### src/rtl/pipe_skid_reg_pkg.sv
// -----------------------------------------------------------------------------
// pipe_skid_reg_pkg
//   Shared definitions for the pipeline skid register. The hazard unit also uses
//   the state encoding for stall and debug decoding.
//
//   state_t            : occupancy state of the stage (EMPTY / ONE / TWO)
//   DEFAULT_DATA_WIDTH : default payload width of the stage
// -----------------------------------------------------------------------------
package pipe_skid_reg_pkg;

    localparam int DEFAULT_DATA_WIDTH = 16;

    // The encoding equals the number of held entries, so the count output is
    // simply the state register.
    typedef enum logic [1:0] {
        ST_EMPTY = 2'd0,
        ST_ONE   = 2'd1,
        ST_TWO   = 2'd2
    } state_t;

endpackage : pipe_skid_reg_pkg

### src/rtl/pipe_skid_reg_skid_slot.sv
// -----------------------------------------------------------------------------
// skid_slot
//   Enabled payload register used for the main and skid entries of the stage.
//   The register loads d on a rising edge where en is high. Otherwise it holds
//   its value. Synchronous reset clears it to zero.
//
//   clk : clock
//   rst : synchronous, active-high reset
//   en  : load enable
//   d   : next payload
//   q   : held payload
// -----------------------------------------------------------------------------
module skid_slot #(
    parameter int DATA_WIDTH = 16
) (
    input  logic                  clk,
    input  logic                  rst,
    input  logic                  en,
    input  logic [DATA_WIDTH-1:0] d,
    output logic [DATA_WIDTH-1:0] q
);

    // NOTE: non-blocking (<=) assignments in clocked blocks make every register
    // sample its inputs before any register updates. That ordering is what makes
    // the main <= skid shift safe.
    // NOTE: this data register is reset on purpose because out_data must read zero
    // after reset. Wide storage that nobody observes before it is written would
    // normally stay unreset.
    always_ff @(posedge clk) begin
        if (rst) begin
            q <= '0;
        end else if (en) begin
            q <= d;
        end
    end

endmodule : skid_slot

### src/rtl/pipe_skid_reg.sv
// -----------------------------------------------------------------------------
// pipe_skid_reg
//   Pipeline boundary register with a valid/ready handshake and a 2-entry skid
//   buffer, placed between two processor stages. in_ready is decoded only from
//   the state register, so there is never a combinational path from out_ready to
//   in_ready. flush squashes every held entry, for example on a branch mispredict.
//
//   clk       : clock, all state changes on the rising edge
//   rst       : synchronous, active-high reset (has priority over flush)
//   in_valid  : producer presents in_data
//   in_ready  : stage accepts in_data this cycle
//   in_data   : producer payload
//   out_valid : out_data is valid
//   out_ready : consumer takes out_data this cycle
//   out_data  : payload presented to the consumer (always the main slot)
//   flush     : drop all held entries at the next edge (payload regs keep values)
//   count     : number of held entries (0..2)
// -----------------------------------------------------------------------------
module pipe_skid_reg
    import pipe_skid_reg_pkg::*;
#(
    parameter int DATA_WIDTH = DEFAULT_DATA_WIDTH
) (
    input  logic                  clk,
    input  logic                  rst,
    input  logic                  in_valid,
    output logic                  in_ready,
    input  logic [DATA_WIDTH-1:0] in_data,
    output logic                  out_valid,
    input  logic                  out_ready,
    output logic [DATA_WIDTH-1:0] out_data,
    input  logic                  flush,
    output logic [1:0]            count
);

    state_t                state_q;
    state_t                state_next;
    logic                  push;
    logic                  pop;
    logic                  main_en;
    logic                  skid_en;
    logic                  main_from_skid;
    logic [DATA_WIDTH-1:0] main_d;
    logic [DATA_WIDTH-1:0] main_q;
    logic [DATA_WIDTH-1:0] skid_q;

    // These outputs depend only on the registered state. This keeps the ready
    // path registered.
    assign in_ready  = (state_q != ST_TWO);
    assign out_valid = (state_q != ST_EMPTY);
    assign out_data  = main_q;
    assign count     = state_q;

    assign push = in_valid & in_ready;
    assign pop  = out_valid & out_ready;

    always_ff @(posedge clk) begin
        if (rst) begin
            state_q <= ST_EMPTY;
        end else begin
            state_q <= state_next;
        end
    end

    // NOTE: every signal written here gets a default value first. Then no path
    // through the case leaves a signal unassigned and no latch is inferred.
    always_comb begin
        state_next     = state_q;
        main_en        = 1'b0;
        skid_en        = 1'b0;
        main_from_skid = 1'b0;

        unique case (state_q)
            ST_EMPTY: begin
                if (push) begin
                    state_next = ST_ONE;
                    main_en    = 1'b1;
                end
            end
            ST_ONE: begin
                if (push && pop) begin
                    main_en = 1'b1;             // replace the departing word
                end else if (push) begin
                    state_next = ST_TWO;
                    skid_en    = 1'b1;          // park the new word behind main
                end else if (pop) begin
                    state_next = ST_EMPTY;
                end
            end
            ST_TWO: begin
                if (pop) begin
                    state_next     = ST_ONE;
                    main_en        = 1'b1;
                    main_from_skid = 1'b1;      // promote the parked word
                end
            end
            default: begin
                state_next = ST_EMPTY;
            end
        endcase

        // A flush discards held and offered words. The payload registers are
        // left untouched, so no enable reaches them.
        if (flush) begin
            state_next = ST_EMPTY;
            main_en    = 1'b0;
            skid_en    = 1'b0;
        end
    end

    assign main_d = main_from_skid ? skid_q : in_data;

    skid_slot #(.DATA_WIDTH(DATA_WIDTH)) u_main (
        .clk (clk),
        .rst (rst),
        .en  (main_en),
        .d   (main_d),
        .q   (main_q)
    );

    skid_slot #(.DATA_WIDTH(DATA_WIDTH)) u_skid (
        .clk (clk),
        .rst (rst),
        .en  (skid_en),
        .d   (in_data),
        .q   (skid_q)
    );

endmodule : pipe_skid_reg
### config.mk
export PLATFORM = sky130hd
export DESIGN_NAME = pipe_skid_reg
export DESIGN_NICKNAME = d
export VERILOG_FILES = /design/src/rtl/pipe_skid_reg_pkg.sv /design/src/rtl/pipe_skid_reg_skid_slot.sv /design/src/rtl/pipe_skid_reg.sv
export SDC_FILE = /design/constraint.sdc
export NUM_CORES = 1
export LEC_CHECK = 0
export CAP_MARGIN = 15
export CORE_UTILIZATION = 58
export CTS_CLUSTER_SIZE = 10
export DETAILED_ROUTE_END_ITERATION = 6
export DONT_BUFFER_PORTS = 1
export GPL_ROUTABILITY_DRIVEN = 0
export PLACE_DENSITY = 0.74
export SYNTH_ARGS = -nofsm -noshare
export SYNTH_HDL_FRONTEND = slang
export SYNTH_SLANG_ARGS = --single-unit
### constraint.sdc
create_clock -name clk -period 2.7 [get_ports clk]
set_input_delay 0.54 -clock clk [delete_from_list [all_inputs] [get_ports clk]]
set_output_delay 0.54 -clock clk [all_outputs]
set_load 0.05 [all_outputs]
### Word-level counts from Yosys, hierarchy flattened

Cells that the tools add are included.

| operators by class | value |
|---|---|
| equality and inequality tests | 7 |
| multiplexer cells | 16 |
| bitwise operators | 2 |
| reductions and logical operators | 5 |

Operators with widths:

| operator | number |
|---|---|
| 2-to-1 mux 16 bit | 1 |
| 2-to-1 mux 2 bit | 5 |
| 2-to-1 mux 1 bit | 8 |
| != test 2 bit, second input constant | 4 |
| case mux 2 bit (3 select lines) | 1 |
| AND reduction 4 bit | 1 |
| != test 3 bit, second input constant | 1 |
| case mux 1 bit (3 select lines) | 1 |
| AND 1 bit | 2 |
| == test 2 x 1 -> 1 bit, second input constant | 1 |
| == test 2 bit, second input constant | 1 |
| zero test 2 bit | 1 |
| nonzero test 2 bit | 1 |
| OR reduction 2 bit | 1 |
| logical AND 1 bit | 1 |

| word-level totals | value |
|---|---|
| register bits after elaboration | 34 |
| bits of input ports | 21 |
| output and inout bits | 20 |
| logic and storage cells | 33 |

### Depth between registers and ports, before layout

| depth | value |
|---|---|
| word-level depth | 6 |
| mapped depth | 6 |
| mapped depth without buffers | 3 |

### Modules after synthesis

A second synthesis with hierarchy kept.

| unflattened totals | value |
|---|---|
| cells, all modules | 136 |
| area total of the unflattened synthesis | 1519.0 µm² |

By module, submodules not included:

| module | times used | cells each | area an instance (µm²) | sequential area each (µm²) |
|---|---|---|---|---|
| skid_slot | 2 | 52 | 580.6 | 320.3 |
| pipe_skid_reg | 1 | 32 | 357.8 | 40.0 |

### Worst setup path before layout

Ideal clock, no wire load.

| timing | value |
|---|---|
| kind | register to register |
| from | register state_q[1] (netlist: count[1]) |
| to | register u_main.q[10] |
| setup time | 0.091 ns |
| data arrival time | 1.658 ns |
| data required time | 2.609 ns |
| slack | 0.951 ns |
| cell stages (with the launch flop) | 6 |
| path buffers | 2 |
| period minus slack after synthesis | 1.749 ns |
| cell sequence | dfxtp_1 -> and2b_4 -> buf_6 -> a21bo_4 -> buf_6 -> a311oi_1 |

| on the way | value |
|---|---|
| longest elaborated chain between the ends | 6 |
| elaborated cells between the ends (all ways) | 15 |
| those cells by class | eq/ne: 3; mux: 7; bitwise: 2; reduce/logical: 3 |

RTL lines:

| what | line | RTL |
|---|---|---|
| start, declared | pipe_skid_reg.sv:36 | `state_t state_q;` |
| start signal, assigned | pipe_skid_reg.sv:61 | `state_q <= state_next;` |
| != test 2 bit or nonzero test 2 bit (tied branches) | pipe_skid_reg.sv:49, pipe_skid_reg.sv:50 |  |
| AND 1 bit (on tied branches) | pipe_skid_reg.sv:54, pipe_skid_reg.sv:55 |  |
| logical AND 1 bit | pipe_skid_reg.sv:81 | `if (push && pop) begin` |
| 2-to-1 mux 1 bit | pipe_skid_reg.sv:81 |  |
| case mux 1 bit (3 select lines) | pipe_skid_reg.sv:73 | `unique case (state_q)` |
| 2-to-1 mux 1 bit | pipe_skid_reg.sv:104 | `if (flush) begin` |
| end signal, assigned | pipe_skid_reg_skid_slot.sv:31 | `q <= '0;` |
| end signal, assigned | pipe_skid_reg_skid_slot.sv:33 | `q <= d;` |
| end, declared | pipe_skid_reg_skid_slot.sv:20 | `output logic [DATA_WIDTH-1:0] q` |

Parallel ways exist; a longest one is shown, timed or not.
A chain may end at the register's enable or synchronous reset.

### Worst setup path after layout

| timing | value |
|---|---|
| from | register state_q[1] (netlist: count[1]) |
| to | output in_ready |

| on the way | value |
|---|---|
| longest elaborated chain between the ends | 1 |

RTL lines:

| what | line | RTL |
|---|---|---|
| != test 2 bit | pipe_skid_reg.sv:49 | `assign in_ready = (state_q != ST_TWO);` |
| end, declared | pipe_skid_reg.sv:27 | `output logic in_ready,` |

Every way passes these cells.

==> out/qor.yml <==
run_status: "completed"
leakage_uw: 0.000634
slew_headroom_pct: 54.7
cpMaxStageDelayCell: "dfxtp_1"
dieWidth_um: 55.1
crit_path_cell_trace: "or2b_1"
syn_area_per_cell_um2: 9.55
worst_r2r_path_depth: 3
report.final.slew_viol_count: 0
critPathCapture: "in_ready"
clock-skew-final_ps: 7.74
via_count_of_the_first_global_routing_pass: 1223
multi_input_comb_area_um2: 825
layout.cells.most_common: "dfxtp_1"
globalRoute.busiestLayer: "met2"
reg2reg_slack_ps: 730
critPathTopFamily: "flip-flops"
measured_slew_at_the_worst_slew_check_pin_ps: 679
muxShareOfSynthArea_pct: 9.81
post_drt_via_cell_ratio: 7.06
worstPathMaxFanout: 10
syn_area_um2: 1630
sum_of_negative_setup_slack_ps: 0
syn_nets: 192
coreArea_um2: 2570
antenna_found_initial: 0
via_count: 1348
fmax_mhz: 466
synth.yosys.warnings: 0
post_route_cells_drive_above_1_share_pct: 10.6
clk_pin_slew_ps: 110
groute.layer.met2.usage_pct: 45.0
global_route_wire_length_before_repair_mm: 5.57
core.rowCount: 18
hold_ws_ps: 255
crit_start: "count[1]"
critical_path.n_buffers_inverters: 0
cts.repair_timing.setup_buffer_count: 0
detail_route.wl_per_cell_um: 19.6
post_synth_inst_count: 171
postCtsHoldBufs: 0
synth_top_family_by_area: "compound AO/OA/AOI/OAI gates"
die_area_um2: 3030
post_synth_fa_ha_maj_area_fraction_pct: 0
critical-path-max-stage-delay_ps: 780
drt_pre_antenna_iters: 5
globalRouteTotalUtil_pct: 26.5
first_iter_violations: 22
clockBufferDepth: 2
synth-compound-area-share_pct: 29.9
synth_sequential_area_ratio_pct: 41.7
worstSetupPathType: "flop to output pin"
cts.sink_count: 34
tritoncts_clock_tree: "built"
groute.layer.met3.usage_pct: 6.83
mostFrequentLayoutCells: "34 x dfxtp_1, 32 x a311oi_1"
ctsHtreeMaxLevel: 2
crit_required_ps: 2160
cap_violations: 0
count_of_input_and_output_buffers: 0
synth-simple-area-share_pct: 10.8
place.detailed.hpwl_mm: 2.37
ir_drop_uv: 395
route.detailed.drc: 0
min_period_ps: 2140
timing_hold_violations_final: 0
grt_start_max_net_pins: 35
globalRouteOverflowTotal: 0
min-delay-path-class: "input pin to flop"
rsz0062_at_grt: "false"
crit-reg2reg-launch: "count[1]"
num-fill-cells: 240
power.density_cell_area_nw_per_um2: 622
top_level_ports: 41
globalRouteMet1Util_pct: 31.8
final_nets: 181
arrival_ps: 1600
final.period_utilization_pct: 79.4
areaGrowthSynthToFinish_pct: 1.84
synth-xor-area-share_pct: 0
ys_types: 28
critical_path_cell_count: 1
setup-violations-final: 0
worst_skew_pair.late_latency_ps: 340
critPathCaptureType: "output pin"
ant_nets: 0
ys_ff_latch: 34
postRouteWirelength_mm: 3.74
postCtsResizedCells: 0
initial_core_utilization_pct: 63.6
ff_latch_area_um2: 681
r2r_end: "u_main.q[13]"
die_h_um: 55.1
cts_root_buffer: "clkbuf_4"
worst_setup_path_start_kind: "flop"
cts_buffers: 5
num_antenna_cells: 0
-- state kept, by name, summed over array words and instances (netlist names) --
register and flops:
u_skid.q 16, u_main.q 16, count 2
-- area by class of cell --
class	count	area share (%)
inverters	1	0.226
flip-flops and latches	34	40.9
multi-input cells	113	49.6
clock buffers	8	4.74
well taps	30	2.26
repair buffers	5	2.26
-- worst min path at each step --
stage | from | to | slack, ps | cells past startpoint
global route | rst | u_main.q[1] | 230 | 1
detailed placement | u_skid.q[4] | u_skid.q[4] | 460 | 2
floorplan | u_skid.q[0] | u_skid.q[0] | 450 | 2
finish | rst | count[0] | 250 | 1
global placement | u_skid.q[9] | u_skid.q[9] | 450 | 2
CTS | rst | count[0] | 250 | 1
-- cell usage after synthesis --
cell | number | area (um^2)
a2111oi_0 | 1 | 8.76
a211oi_1 | 1 | 7.51
a21bo_4 | 1 | 16.3
a21o_1 | 1 | 7.51
a21oi_1 | 16 | 80.1
a311oi_1 | 32 | 280
and2_1 | 1 | 6.26
and2b_4 | 1 | 10.0
and4bb_1 | 1 | 12.5
and4bb_2 | 1 | 12.5
buf_1 | 2 | 7.51
buf_2 | 3 | 15.0
buf_4 | 3 | 22.5
buf_6 | 3 | 33.8
clkbuf_1 | 12 | 45.0
dfxtp_1 | 34 | 681
inv_1 | 1 | 3.75
mux2i_1 | 16 | 160
nand2_1 | 2 | 7.51
nand2b_1 | 1 | 6.26
nand3_1 | 16 | 80.1
nand3b_1 | 1 | 7.51
nand4bb_1 | 1 | 11.3
o21ai_0 | 16 | 80.1
o21bai_1 | 1 | 7.51
or2_2 | 1 | 6.26
or2b_1 | 1 | 7.51
or3b_1 | 1 | 8.76
-- routing by layer --
metal	vias to the layer above	wire length [um]
met4	0	49
li1	653	-
met3	7	280
met2	51	1800
met1	637	1610
met5	-	0
-- through the flow --
stage,std cells,setup slack (ps),total power (uW),area (um^2),utilization (%)
floorplan,171,951,690,1630,-
global placement,183,871,690,1580,61.7
detailed placement,183,785,694,1580,61.7
CTS,191,550,1040,1660,64.8
global route,191,513,1070,1660,64.8
finish,191,556,1030,1660,64.8
-- power breakdown --
| part | internal (uW) | switching, uW | total, uW |
|---|---|---|---|
| registers | 521 | 73.2 | 595 |
| clock network | 178 | 174 | 352 |
| logic | 36.4 | 52.2 | 88.6 |
-- kinds of logic (layout without fill, tap and decap cells) --
logic type | count (synthesis) | in the layout
mux | 16 | 16
compound gates | 69 | 69
flops | 34 | 34
simple gates | 28 | 28
buf+inv | 24 | 14
No activity file was read; power rests on OpenSTA's default activity.
